--- src/rtl/cpu_pkg.sv ---
// rtl/cpu_pkg.sv - shared MEM_OP encodings, FSM state and datapath widths
package cpu_pkg;

    localparam int XLEN = 32;
    localparam int RD_W = 5;

    typedef enum logic [3:0] {
        OP_NONE = 4'b0000,
        OP_LB   = 4'b0001,
        OP_LH   = 4'b0010,
        OP_LW   = 4'b0011,
        OP_LBU  = 4'b0100,
        OP_LHU  = 4'b0101,
        OP_SB   = 4'b1001,
        OP_SH   = 4'b1010,
        OP_SW   = 4'b1011
    } mem_op_e;

    typedef enum logic {
        ST_IDLE = 1'b0,
        ST_WAIT = 1'b1
    } state_e;

    function automatic logic is_load(input logic [3:0] op);
        return (op == OP_LB) || (op == OP_LH) || (op == OP_LW) ||
               (op == OP_LBU) || (op == OP_LHU);
    endfunction

    function automatic logic is_store(input logic [3:0] op);
        return (op == OP_SB) || (op == OP_SH) || (op == OP_SW);
    endfunction

    function automatic logic is_half(input logic [3:0] op);
        return (op == OP_LH) || (op == OP_LHU) || (op == OP_SH);
    endfunction

    function automatic logic is_word(input logic [3:0] op);
        return (op == OP_LW) || (op == OP_SW);
    endfunction

endpackage

--- src/rtl/load_align.sv ---
// rtl/load_align.sv - load lane select with sign/zero extension
module load_align
    import cpu_pkg::*;
(
    input  logic [XLEN-1:0] rdata_i,
    input  logic [1:0]      a_i,
    input  logic [3:0]      mem_op_i,
    output logic [XLEN-1:0] data_o
);

    logic [7:0]  byte_v;
    logic [15:0] half_v;

    always_comb begin
        byte_v = rdata_i[{a_i, 3'b000} +: 8];
        half_v = a_i[1] ? rdata_i[31:16] : rdata_i[15:0];
        case (mem_op_i)
            OP_LB:   data_o = {{24{byte_v[7]}}, byte_v};
            OP_LBU:  data_o = {24'd0, byte_v};
            OP_LH:   data_o = {{16{half_v[15]}}, half_v};
            OP_LHU:  data_o = {16'd0, half_v};
            default: data_o = rdata_i;
        endcase
    end

endmodule

--- src/rtl/mem_access_stage.sv ---
// rtl/mem_access_stage.sv - memory access stage, req/ack data port, writeback beat
// Optional: MEM_MISALIGN_TRAP_EN turns misaligned half/word accesses into flagged no-request beats.
module mem_access_stage
    import cpu_pkg::*;
(
    input  logic            CK_REF,
    input  logic            RST_N,
    input  logic            HALT,
    input  logic            IN_VALID,
    output logic            IN_READY,
    input  logic [XLEN-1:0] ALU_RESULT,
    input  logic [XLEN-1:0] STORE_DATA,
    input  logic [3:0]      MEM_OP,
    input  logic [RD_W-1:0] RD_IDX,
    input  logic            WB_EN,
    output logic            DMEM_REQ,
    output logic            DMEM_WE,
    output logic [XLEN-1:0] DMEM_ADDR,
    output logic [3:0]      DMEM_BE,
    output logic [XLEN-1:0] DMEM_WDATA,
    input  logic            DMEM_ACK,
    input  logic [XLEN-1:0] DMEM_RDATA,
    output logic            OUT_VALID,
    output logic [XLEN-1:0] OUT_DATA,
    output logic [RD_W-1:0] OUT_RD,
    output logic            OUT_WB_EN,
    output logic            MISALIGN
);

    state_e            state_q;
    logic              req_q, we_q, ack_pend_q;
    logic [XLEN-1:0]   addr_q, wdata_q, rdata_pend_q;
    logic [3:0]        be_q, op_q;
    logic [1:0]        a_q;
    logic [RD_W-1:0]   rd_q;
    logic              wb_en_q;
    logic              out_valid_q, out_wb_en_q, misalign_q;
    logic [XLEN-1:0]   out_data_q;
    logic [RD_W-1:0]   out_rd_q;

    logic [1:0]        a_raw, a_d;
    logic              trap_d, mem_d;
    logic [3:0]        be_d;
    logic [XLEN-1:0]   wdata_d, load_data, rdata_sel;

    always_comb begin
        a_raw  = ALU_RESULT[1:0];
        mem_d  = is_load(MEM_OP) || is_store(MEM_OP);
        // Without the trap, misaligned low bits are silently cleared
        a_d    = is_word(MEM_OP) ? 2'b00 : is_half(MEM_OP) ? {a_raw[1], 1'b0} : a_raw;
`ifdef MEM_MISALIGN_TRAP_EN
        trap_d = (is_half(MEM_OP) && a_raw[0]) || (is_word(MEM_OP) && (a_raw != 2'b00));
`else
        trap_d = 1'b0;
`endif
        case (MEM_OP)
            OP_SB: begin
                be_d    = 4'b0001 << a_d;
                wdata_d = {4{STORE_DATA[7:0]}};
            end
            OP_SH: begin
                be_d    = a_d[1] ? 4'b1100 : 4'b0011;
                wdata_d = {2{STORE_DATA[15:0]}};
            end
            default: begin
                be_d    = 4'b1111;
                wdata_d = STORE_DATA;
            end
        endcase
    end

    assign rdata_sel = ack_pend_q ? rdata_pend_q : DMEM_RDATA;

    load_align u_load_align (
        .rdata_i  (rdata_sel),
        .a_i      (a_q),
        .mem_op_i (op_q),
        .data_o   (load_data)
    );

    always_ff @(posedge CK_REF) begin
        if (!RST_N) begin
            state_q      <= ST_IDLE;
            req_q        <= 1'b0;
            we_q         <= 1'b0;
            ack_pend_q   <= 1'b0;
            addr_q       <= '0;
            wdata_q      <= '0;
            rdata_pend_q <= '0;
            be_q         <= '0;
            op_q         <= '0;
            a_q          <= '0;
            rd_q         <= '0;
            wb_en_q      <= 1'b0;
            out_valid_q  <= 1'b0;
            out_wb_en_q  <= 1'b0;
            misalign_q   <= 1'b0;
            out_data_q   <= '0;
            out_rd_q     <= '0;
        end else if (HALT) begin
            // Frozen, except an ack arriving now is banked so the request is not lost
            if (state_q == ST_WAIT && DMEM_ACK && !ack_pend_q) begin
                ack_pend_q   <= 1'b1;
                rdata_pend_q <= DMEM_RDATA;
                req_q        <= 1'b0;
            end
        end else begin
            out_valid_q <= 1'b0;
            case (state_q)
                ST_IDLE: begin
                    if (IN_VALID) begin
                        if (mem_d && !trap_d) begin
                            state_q <= ST_WAIT;
                            req_q   <= 1'b1;
                            we_q    <= is_store(MEM_OP);
                            addr_q  <= {ALU_RESULT[XLEN-1:2], 2'b00};
                            be_q    <= be_d;
                            wdata_q <= wdata_d;
                            op_q    <= MEM_OP;
                            a_q     <= a_d;
                            rd_q    <= RD_IDX;
                            wb_en_q <= WB_EN;
                        end else begin
                            out_valid_q <= 1'b1;
                            out_data_q  <= ALU_RESULT;
                            out_rd_q    <= RD_IDX;
                            out_wb_en_q <= WB_EN && !trap_d;
                            misalign_q  <= trap_d;
                        end
                    end
                end
                ST_WAIT: begin
                    if (DMEM_ACK || ack_pend_q) begin
                        state_q     <= ST_IDLE;
                        req_q       <= 1'b0;
                        ack_pend_q  <= 1'b0;
                        out_valid_q <= 1'b1;
                        out_data_q  <= we_q ? '0 : load_data;
                        out_rd_q    <= rd_q;
                        out_wb_en_q <= wb_en_q && !we_q;
                        misalign_q  <= 1'b0;
                    end
                end
                default: state_q <= ST_IDLE;
            endcase
        end
    end

    assign IN_READY   = RST_N && (state_q == ST_IDLE) && !HALT;
    assign DMEM_REQ   = req_q;
    assign DMEM_WE    = we_q;
    assign DMEM_ADDR  = addr_q;
    assign DMEM_BE    = be_q;
    assign DMEM_WDATA = wdata_q;
    assign OUT_VALID  = out_valid_q;
    assign OUT_DATA   = out_data_q;
    assign OUT_RD     = out_rd_q;
    assign OUT_WB_EN  = out_wb_en_q;
    assign MISALIGN   = misalign_q;

endmodule
--- config.mk ---
export PLATFORM = sky130hd
export DESIGN_NAME = mem_access_stage
export DESIGN_NICKNAME = d
export VERILOG_FILES = /design/src/rtl/cpu_pkg.sv /design/src/rtl/load_align.sv /design/src/rtl/mem_access_stage.sv
export SDC_FILE = /design/constraint.sdc
export NUM_CORES = 1
export LEC_CHECK = 0
export CORE_MARGIN = 1
export CORE_UTILIZATION = 47
export DETAILED_ROUTE_END_ITERATION = 7
export HOLD_SLACK_MARGIN = 0.1
export PLACE_DENSITY = 0.8
export SYNTH_ARGS = -nofsm -noshare
export SYNTH_HDL_FRONTEND = slang
export SYNTH_SLANG_ARGS = --single-unit
export TNS_END_PERCENT = 50
--- constraint.sdc ---
create_clock -name CK_REF -period 2.5 [get_ports CK_REF]
set_input_delay 0.75 -clock CK_REF [delete_from_list [all_inputs] [get_ports CK_REF]]
set_output_delay 0.75 -clock CK_REF [all_outputs]
set_load 0.05 [all_outputs]
# Word-level counts from Yosys, hierarchy flattened
# Index checks and enable logic that the tools add are counted.
# totals
regBits,154
out_inout_bits,111
# op_classes
n_eq_ne,19
shifts,2
n_mux,41
bitwise,2
reduce_logical,26
# op_table
op,count
32-bit 2-to-1 mux,5
32-bit one-hot mux with 2 select lines,2
32-bit one-hot mux with 4 select lines,1
32-bit by 6-bit indexed part select with 8-bit output,1
1-bit 2-to-1 mux,20
4-bit by 3-bit equality test with 1-bit output (second input constant),4
16-bit 2-to-1 mux,1
5-bit 2-to-1 mux,3
4-bit by 2-bit equality test with 1-bit output (second input constant),3
4-bit equality test (second input constant),3
4-bit AND reduction,3
1-bit logical OR,11
1-bit one-hot mux with 2 select lines,5
5-bit one-hot mux with 2 select lines,1
4-bit by 1-bit equality test with 1-bit output (second input constant),2
4-bit one-hot mux with 2 select lines,1
3-bit != test (second input constant),2
1-bit logical AND,5
4-bit 2-to-1 mux,1
2-bit by 1-bit != test with 1-bit output (second input constant),2
2-bit != test (second input constant),2
2-bit nonzero test,2
1-bit by 2-bit left shift with 4-bit output (first input constant),1
1-bit logical NOT,3
other kinds (5),6

# Depth between registers and ports, before layout
# Gate-level depths: netlist (run 1).
# depth
depth_word,10
mapped_depth,8

# By module
# A second synthesis (run 1) with hierarchy kept.
# hier_totals
cells_unflattened,940
hier_area_um2,7305.8
# modules_own_cells
mod,n_inst,cells_per_inst,area_per_inst_um2,seq_area_each_um2
mem_access_stage,1,848,6612.6,3062.9
load_align,1,92,693.2,0.0

# Worst setup path after synthesis (run 1)
# Ideal clock, no wire load.
# synth_path
kind,input to output
from,input RST_N
to,output IN_READY
t_arrival_ps,2229
slack_ps,-479
cell_stages,4
n_path_buf,2
path_cell_list,inv_1 clkbuf_1 clkbuf_1 nor3_1
# synth_via
elab_chain_len,2
# synth_lines
item,line,source
"start, declared",mem_access_stage.sv:7,"input logic RST_N,"
1-bit logical AND (2 in a row),mem_access_stage.sv:149,assign IN_READY = RST_N && (state_q == ST_IDLE) && !HALT;
"end, declared",mem_access_stage.sv:10,"output logic IN_READY,"
# Every way passes these cells.

# Worst setup path in the final report (run 1)
# Ends and elaborated chain as after synthesis.

==> flow_summary.ini, run 1 <==
[floorplanning]
die_w_um = 126
dieArea_sq_mm = 0.0158
ios = 222
fp-row-count = 44
fp.coreArea_sq_mm = 0.0148
start_util = 0.488
die_h_um = 126

[layout]
insertedDiodeCount = 0
drive_gt1_frac = 0.128
final_util = 0.712
area_growth_pct = 45.8
fin_nets = 1191
fillers = 1197

[setup_path]
cpLargestDelayFamily = buffers and inverters
path_max_fanout = 3
r2r_slack_ns = 0.34
critPathLaunchType = input pin
worstPathBufferInverterCount = 3
endpoint_kind = primary output
crit_path_cell_trace = clkdlybuf4s50_1 > inv_4 > nor3_4 > buf_12
slowest_stage = clkdlybuf4s50_1
required_ns = 1.75
crit_type = in2out
max_stage_delay_ns = 0.59
cp_data_arrival_time_ns = 1.72

[drt]
drt_iter0_markers = 551
vias_per_cell = 5.71
ant_nets = 0
drt_first_pass_iters = 5
vias = 7291
drcViolationCount = 0
finalWirelength_um = 22400
routedWlPerCell_um = 17.5

[synthesis]
ys_seq_elements = 153
syn_inst = 863
synth.lib_cells_used.distinct = 65
post_synth.cell_area_avg_sq_um = 8.35
ys_seq_area_frac = 0.425
synth_warnings = 0
synth_flop_cell = dfxtp_1
syn-cell-area_sq_mm = 0.00720
synth_async_sr_flop_share = 0
synth_edf_count = 0

[timing]
max_freq_mhz = 404
hold_ws_ns = 0.451
fin_crit_ns = 2.47
drv_slew = 0
setup_viol = 0
worstMarginPinSlew_ns = 0.782
skew_ns = 0.00660
layout_worst_path_cycle_share = 0.989
maxSlewHeadroom = 0.473
finalHoldViolCount = 0

[placement]
routabilityCongestion = 0.887
io_buffers = 218
dp_hpwl_um = 15900

[clock_network]
clk_pin_slew_ns = 0.06
clk_latency_ns = 0.42
htreeDepth = 4
clockRootBuffer = clkbuf_16
cts_tree = yes
cts_buffer_depth = 2
numCtsBuffers = 17
cts_sinks = 153
hold_buffers = 0

[power]
power_density_mw_per_mm2 = 620
leakagePower_nw = 3.77
power_mw = 6.51
ir_drop_v = 0.000515

[global_routing]
grt_pass1_wl_um = 35100
grt-ovfl-total = 0
grt_max_degree = 105
grt_usage = 0.281
antenna_found_initial = 0
grt_pass1_vias = 6826

[flow_run]
drv_cap = 0

[worst_hold_path]
hold_class = reg2reg

[run_status]
status = finished, final reports clean
==> state kept, by name (all words and copies together), names as in the netlist, 2 cells and up <==
name,flops
DMEM_ADDR,30
DMEM_BE,4
DMEM_WDATA,32
OUT_DATA,32
OUT_RD,5
a_q,2
op_q,4
rd_q,5
rdata_pend_q,32
==> stage by stage <==
| step | setup TNS [ns] | std cells | area (sq um) | setup WS (ns) |
|---|---|---|---|---|
| final | 0 | 1276 | 10500 | 0.0272 |
| after global routing | -0.00221 | 1276 | 10500 | -0.00221 |
| after CTS | 0 | 1274 | 10500 | 0.0318 |
| after detailed placement | -20.26 | 1243 | 9900 | -0.467 |
| after global placement | -16.39 | 1243 | 9900 | -0.390 |
| after floorplan | 0 | 865 | 7220 | 0.130 |
==> repair_timing <==
item	CTS	global route
gates resized for setup	3	2
endpoints found under the setup margin	5	1
pin swaps	0	1
buffers inserted	0	2
==> layout by cell type, fill, tap and decap left out, types with 21 or more instances in the layout <==
| cell type | netlist | routed |
|---|---|---|
| nor2_1 | 61 | 60 |
| clkdlybuf4s50_1 | 0 | 216 |
| mux2i_1 | 36 | 36 |
| a211oi_1 | 21 | 21 |
| o21ai_0 | 45 | 45 |
| nand2_1 | 163 | 163 |
| buf_4 | 6 | 36 |
| a21oi_1 | 102 | 102 |
| dfxtp_1 | 153 | 151 |
==> cell usage after synthesis, types with 3 or more instances <==
cell      number  share of area
clkbuf_1      48          0.025
inv_1          5         0.0026
a22oi_1        9         0.0094
nor3_1        14         0.0097
buf_6          4         0.0063
nand3_1        4         0.0028
o22ai_1       14          0.012
o21ai_0       45          0.031
a21oi_1      102          0.071
a31oi_1        5         0.0043
and2_1         6         0.0052
a211oi_2       7          0.012
mux2_2        16          0.025
o21ai_1        8         0.0056
nor3b_1        9         0.0094
a32oi_1        7         0.0085
buf_4          6         0.0063
a311oi_1       7         0.0085
a211oi_1      21          0.022
nand2b_1       4         0.0035
nor3b_2        6          0.010
nor2_2         3         0.0026
and3_1         8         0.0069
buf_1          3         0.0016
nor2b_1       11         0.0096
nand2_1      163          0.085
mux2i_1       36          0.050
nor2_1        61          0.032
buf_2         14         0.0097
a221oi_2       3         0.0063
nand3b_1       6         0.0063
a221oi_1      12          0.015
o221ai_1       6         0.0073
dfxtp_1      153           0.43
==> cells by family after synthesis <==
logic type      after synthesis  share of synthesized area
compound gates              267                      0.242
xor+xnor                      1                    0.00122
buf+inv                      80                     0.0514
flops                       153                      0.425
mux                          54                     0.0818
other cells                   1                   0.000521
simple gates                307                      0.198
==> worst paths after layout <==
kind                               startpoint            end  cells past startpoint
worst max-delay path                    RST_N       IN_READY                      4
worst min register to register  DMEM_ADDR[10]  DMEM_ADDR[10]                      2
worst max register to register        op_q[0]    OUT_DATA[0]                      5
worst min-delay path            DMEM_ADDR[10]  DMEM_ADDR[10]                      2
==> worst min-delay path, stage by stage (launching register included) <==
cell     delay (ns)
dfxtp_1        0.30
nand2_1        0.05
a21oi_1        0.05
==> per-layer routing <==
metal	vias to the layer above	track usage	wire length, um
met5	-	0	0
met4	0	0.129	695
met3	49	0.0624	1700
met2	310	0.442	10100
met1	3412	0.368	9870
li1	3520	-	-
==> power breakdown <==
part,internal [mW],switching (mW)
clock,1.49,1.00
combinational,0.581,0.818
sequential,2.55,0.0662
==> layout make-up <==
| cell class | instances | area [sq um] | area share |
|---|---|---|---|
| multi-input cells | 632 | 3820 | 0.364 |
| flip-flops and latches | 153 | 3070 | 0.292 |
| repair buffers | 271 | 2790 | 0.266 |
| clock buffers | 20 | 447 | 0.0425 |
| well taps | 184 | 230 | 0.0219 |
| clock inverters | 11 | 124 | 0.0118 |
| inverters | 5 | 21.3 | 0.00203 |
Note: power is estimated with default switching activity, not from simulation.
==> inputs of run 2 (changes only) <==
==> constraint.sdc (replaced) <==
create_clock -name CK_REF -period 2.5 [get_ports CK_REF]
set_input_delay 0.25 -clock CK_REF [delete_from_list [all_inputs] [get_ports CK_REF]]
set_output_delay 0.25 -clock CK_REF [all_outputs]
set_load 0.05 [all_outputs]
==> flow_summary.ini, run 2 (synthesis gave the netlist of run 1 again) <==
[placement]
dp_hpwl_um = 15600
routabilityCongestion = 0.901
io_buffers = 218

[clock_network]
clk_pin_slew_ns = 0.06
cts_buffer_depth = 2
cts_sinks = 153
hold_buffers = 0
cts_tree = yes
post_cts_buffers = 0
cts_resized = 0
htreeDepth = 4
clockRootBuffer = clkbuf_16
clk_latency_ns = 0.42
numCtsBuffers = 17

[floorplanning]
die_w_um = 126
ios = 222
dieArea_sq_mm = 0.0158
fp-row-count = 44
die_h_um = 126
fp.coreArea_sq_mm = 0.0148
start_util = 0.488

[setup_path]
worstPathBufferInverterCount = 0
crit_type = reg2reg
crit_path_cell_trace = xor2_1 > a22oi_1 > o22a_1 > o21ai_0 > o221ai_1
slowest_stage = o21ai_0
cp_data_arrival_time_ns = 2.46
r2r-end = OUT_DATA[0]
worstReg2RegStart = op_q[0]
reg2reg_depth = 5
cpLargestDelayFamily = compound AO/OA/AOI/OAI gates
r2r_slack_ns = 0.31
path_max_fanout = 9
endpoint_kind = flip-flop
required_ns = 2.76
critPathLaunchType = flip-flop
max_stage_delay_ns = 0.65
path_depth = 5

[drt]
drt_iter0_markers = 601
routedWlPerCell_um = 17.5
vias_per_cell = 5.62
finalWirelength_um = 22000
vias = 7058
drt_first_pass_iters = 6
ant_nets = 0
drcViolationCount = 0

[layout]
multiInputGateArea_sq_mm = 0.00379
drive_gt1_frac = 0.106
final_cell_mix = clkdlybuf4s50_1 (217), nand2_1 (163), dfxtp_1 (151)
insertedDiodeCount = 0
fillers = 1213
final_common_cell = clkdlybuf4s50_1
area_growth_pct = 41.1
regArea_sq_mm = 0.00307
fin_nets = 1171

[worst_hold_path]
hold_class = in2reg
hold_end = rdata_pend_q[19]
hold_depth = 3
hold_start = DMEM_RDATA[19]

[timing]
setup_viol = 0
drv_slew = 0
layout_worst_path_cycle_share = 0.878
max_freq_mhz = 456
fin_tns_setup_ns = 0
worstMarginPinSlew_ns = 1.22
fin_crit_ns = 2.19
maxSlewHeadroom = 0.186
hold_ws_ns = 0.401
finalHoldViolCount = 0
rsz0062_at_grt = no
skew_ns = 0.00616

[global_routing]
antenna_found_initial = 0
grt_usage = 0.279
grt_pass1_wl_um = 34700
grt_pass1_vias = 6690
grt_max_degree = 87
grt-ovfl-total = 0

[power]
power_density_mw_per_mm2 = 629
leakagePower_nw = 3.61
ir_drop_v = 0.000511

[run_status]
status = finished, final reports clean

[flow_run]
drv_cap = 0
==> run 2: changes by cell type in the layout (fill, tap and decap cells not counted), sizes merged <==
cell           previous run  this run
buf                      54        34
clkbuf                   20        22
clkdlybuf4s50           216       217
clkinv                    5         6
clkinvlp                  3         1
dlygate4sd2               1         0
inv                       6         5
==> run 2: worst max path at each step <==
stage / start / endpoint
floorplan: state_q / IN_READY
global placement: MEM_OP[1] / DMEM_ADDR[21]
detailed placement: MEM_OP[1] / DMEM_ADDR[21]
CTS: state_q / OUT_DATA[0]
global route: state_q / OUT_DATA[0]
finish: op_q[0] / OUT_DATA[0]
==> run 2: worst register-to-register path, delay by kind of cell, from the launching register on <==
kind / cells / cell delay [ns]
AOI/OAI and AO/OA: 4 / 1.19
xor gates and xnor gates: 1 / 0.34
DFF: 1 / 0.51
==> run 2: metal layers <==
metal | wire (um) | up-vias | global-route usage
li1 | - | 3467 | -
met1 | 9910 | 3292 | 0.368
met2 | 10100 | 268 | 0.443
met3 | 1490 | 31 | 0.0667
met4 | 471 | 0 | 0.103
met5 | 0 | - | 0
==> run 2: layout make-up <==
type | instances | share of cell area
Clock buffer | 22 | 0.0437
Clock inverter | 9 | 0.00997
Inverter | 5 | 0.00209
Multi-Input combinational cell | 632 | 0.373
Sequential cell | 153 | 0.301
Tap cell | 184 | 0.0226
Timing Repair Buffer | 251 | 0.247
==> run 2: report_power, final <==
| group | total (mW) | leakage, nW | switching, mW | internal [mW] |
|---|---|---|---|---|
| sequential | 2.62 | 1.25 | 0.0671 | 2.55 |
| combinational | 1.34 | 2.10 | 0.802 | 0.542 |
| clock | 2.43 | 0.267 | 0.978 | 1.45 |
| total | 6.39 | 3.61 | 1.85 | 4.55 |
==> run 2: through the flow <==
| step | instance area (sq um) | instances | utilization | total power, mW | setup slack [ns] |
|---|---|---|---|---|---|
| floorplan | 7210 | 865 | - | 3.45 | 0.448 |
| global placement | 9620 | 1225 | 0.652 | 3.99 | 0.108 |
| detailed placement | 9620 | 1225 | 0.652 | 4.00 | -0.0350 |
| CTS | 10200 | 1256 | 0.689 | 6.43 | 0.346 |
| global route | 10200 | 1256 | 0.689 | 6.63 | 0.152 |
| finish | 10200 | 1256 | 0.689 | 6.39 | 0.305 |
==> inputs of run 3 (changes only) <==
- PLACE_DENSITY: 0.8 -> 0.84
==> flow_summary.ini, run 3 (synthesis gave the netlist of run 1 again) <==
[setup_path]
worstReg2RegStart = state_q
path_max_fanout = 38
crit_type = reg2reg
endpoint_kind = flip-flop
required_ns = 2.83
r2r-end = OUT_DATA[1]
cp_data_arrival_time_ns = 2.52
critPathLaunchType = flip-flop
reg2reg_depth = 6
r2r_slack_ns = 0.31

[worst_hold_path]
hold_end = DMEM_WDATA[17]
hold_start = STORE_DATA[17]
hold_depth = 3
hold_class = in2reg

[drt]
finalWirelength_um = 22400
drcViolationCount = 0
vias = 7253
drt_iter0_markers = 536
ant_nets = 0
routedWlPerCell_um = 17.9
drt_first_pass_iters = 7
vias_per_cell = 5.80

[timing]
worstMarginPinSlew_ns = 1.17
layout_worst_path_cycle_share = 0.874
drv_slew = 0
finalHoldViolCount = 0
skew_ns = 0.00712
rsz0062_at_grt = no
hold_ws_ns = 0.401
setup_viol = 0
fin_crit_ns = 2.19
maxSlewHeadroom = 0.215
max_freq_mhz = 457

[flow_run]
drv_cap = 0

[global_routing]
gr-max-usage-layer = met2
use_met2 = 0.440
grt_pass1_vias = 6738
grt-ovfl-total = 0
grt_max_degree = 45
use_met1 = 0.367
grt_pass1_wl_um = 35100
antenna_found_initial = 0
use_met3 = 0.0714
grt_usage = 0.283

[placement]
io_buffers = 218
routabilityCongestion = 0.877
place_area_sq_mm = 0.00957
dp_hpwl_um = 15800
dp.cells = 1220

[floorplanning]
fp.coreArea_sq_mm = 0.0148
die_h_um = 126
start_util = 0.488
fp-row-count = 44
dieArea_sq_mm = 0.0158
ios = 222
die_w_um = 126

[layout]
stdcell_count = 1251
insertedDiodeCount = 0
fin_nets = 1166
final_area_sq_mm = 0.0102
drive_gt1_frac = 0.107
final_cell_mix = clkdlybuf4s50_1 (217), nand2_1 (163), dfxtp_1 (151)
area_growth_pct = 41.4
final_common_cell = clkdlybuf4s50_1

[run_status]
status = finished, final reports clean

[clock_network]
cts_sinks = 153
cts_tree = yes
hold_buffers = 0
clockRootBuffer = clkbuf_16
htreeDepth = 4
post_cts_buffers = 0
numCtsBuffers = 17
clk_pin_slew_ns = 0.06
clk_latency_ns = 0.42
cts_buffer_depth = 2
cts_resized = 0

[power]
leakagePower_nw = 3.60
power_density_mw_per_mm2 = 654
ir_drop_v = 0.000475
power_mw = 6.66
## run 3: cell count changes in the layout (fill, tap and decap cells not counted), sizes merged
| cell | change |
|---|---|
| clkbuf | -4 |
| buf | -5 |
| clkinv | -2 |
| bufinv | +2 |
| clkinvlp | +4 |
## run 3: per-stage QoR
step           setup WS [ns]  utilization  setup TNS, ns
3_3_place_gp          0.0651        0.649              0
4_1_cts                0.338        0.691              0
5_1_grt               0.0444        0.691              0
3_5_place_dp         -0.0424        0.649         -0.182
2_1_floorplan          0.448            -              0
6_report               0.314        0.691              0
## run 3: worst max-delay path: stages (launching register included)
cell	delay [ns]
dfxtp_2	0.33
buf_4	0.43
nor2b_1	0.23
o21ai_1	0.23
nor3_1	0.25
o21ai_0	0.33
o221ai_1	0.28
## run 3: report_power, final
part | internal [mW] | switching [mW]
clock | 1.68 | 1.02
combinational | 0.536 | 0.806
sequential | 2.55 | 0.0672
total | 4.77 | 1.90
## run 3: worst max-delay path by stage
stage	depth (start not counted)	startpoint	slack (ns)	to
2_1_floorplan	3	state_q	0.45	IN_READY
3_3_place_gp	6	DMEM_RDATA[31]	0.07	OUT_DATA[12]
3_5_place_dp	6	MEM_OP[1]	-0.04	DMEM_ADDR[21]
4_1_cts	6	state_q	0.34	OUT_DATA[1]
5_1_grt	6	state_q	0.04	OUT_DATA[1]
6_report	6	state_q	0.31	OUT_DATA[1]
## run 3: final cells by class
cell class	instances	area, sq um
well taps	184	230
inverters	5	21.3
repair buffers	246	2460
fillers	1186	4570
flip-flops and latches	153	3070
clock inverters	13	178
clock buffers	18	439
multi-input cells	632	3790
## run 3: metal layers
layer / vias to the layer above / share of wire
li1: 3472 / -
met5: - / 0
met2: 333 / 0.45
met4: 0 / 0.035
met1: 3397 / 0.44
met3: 51 / 0.077
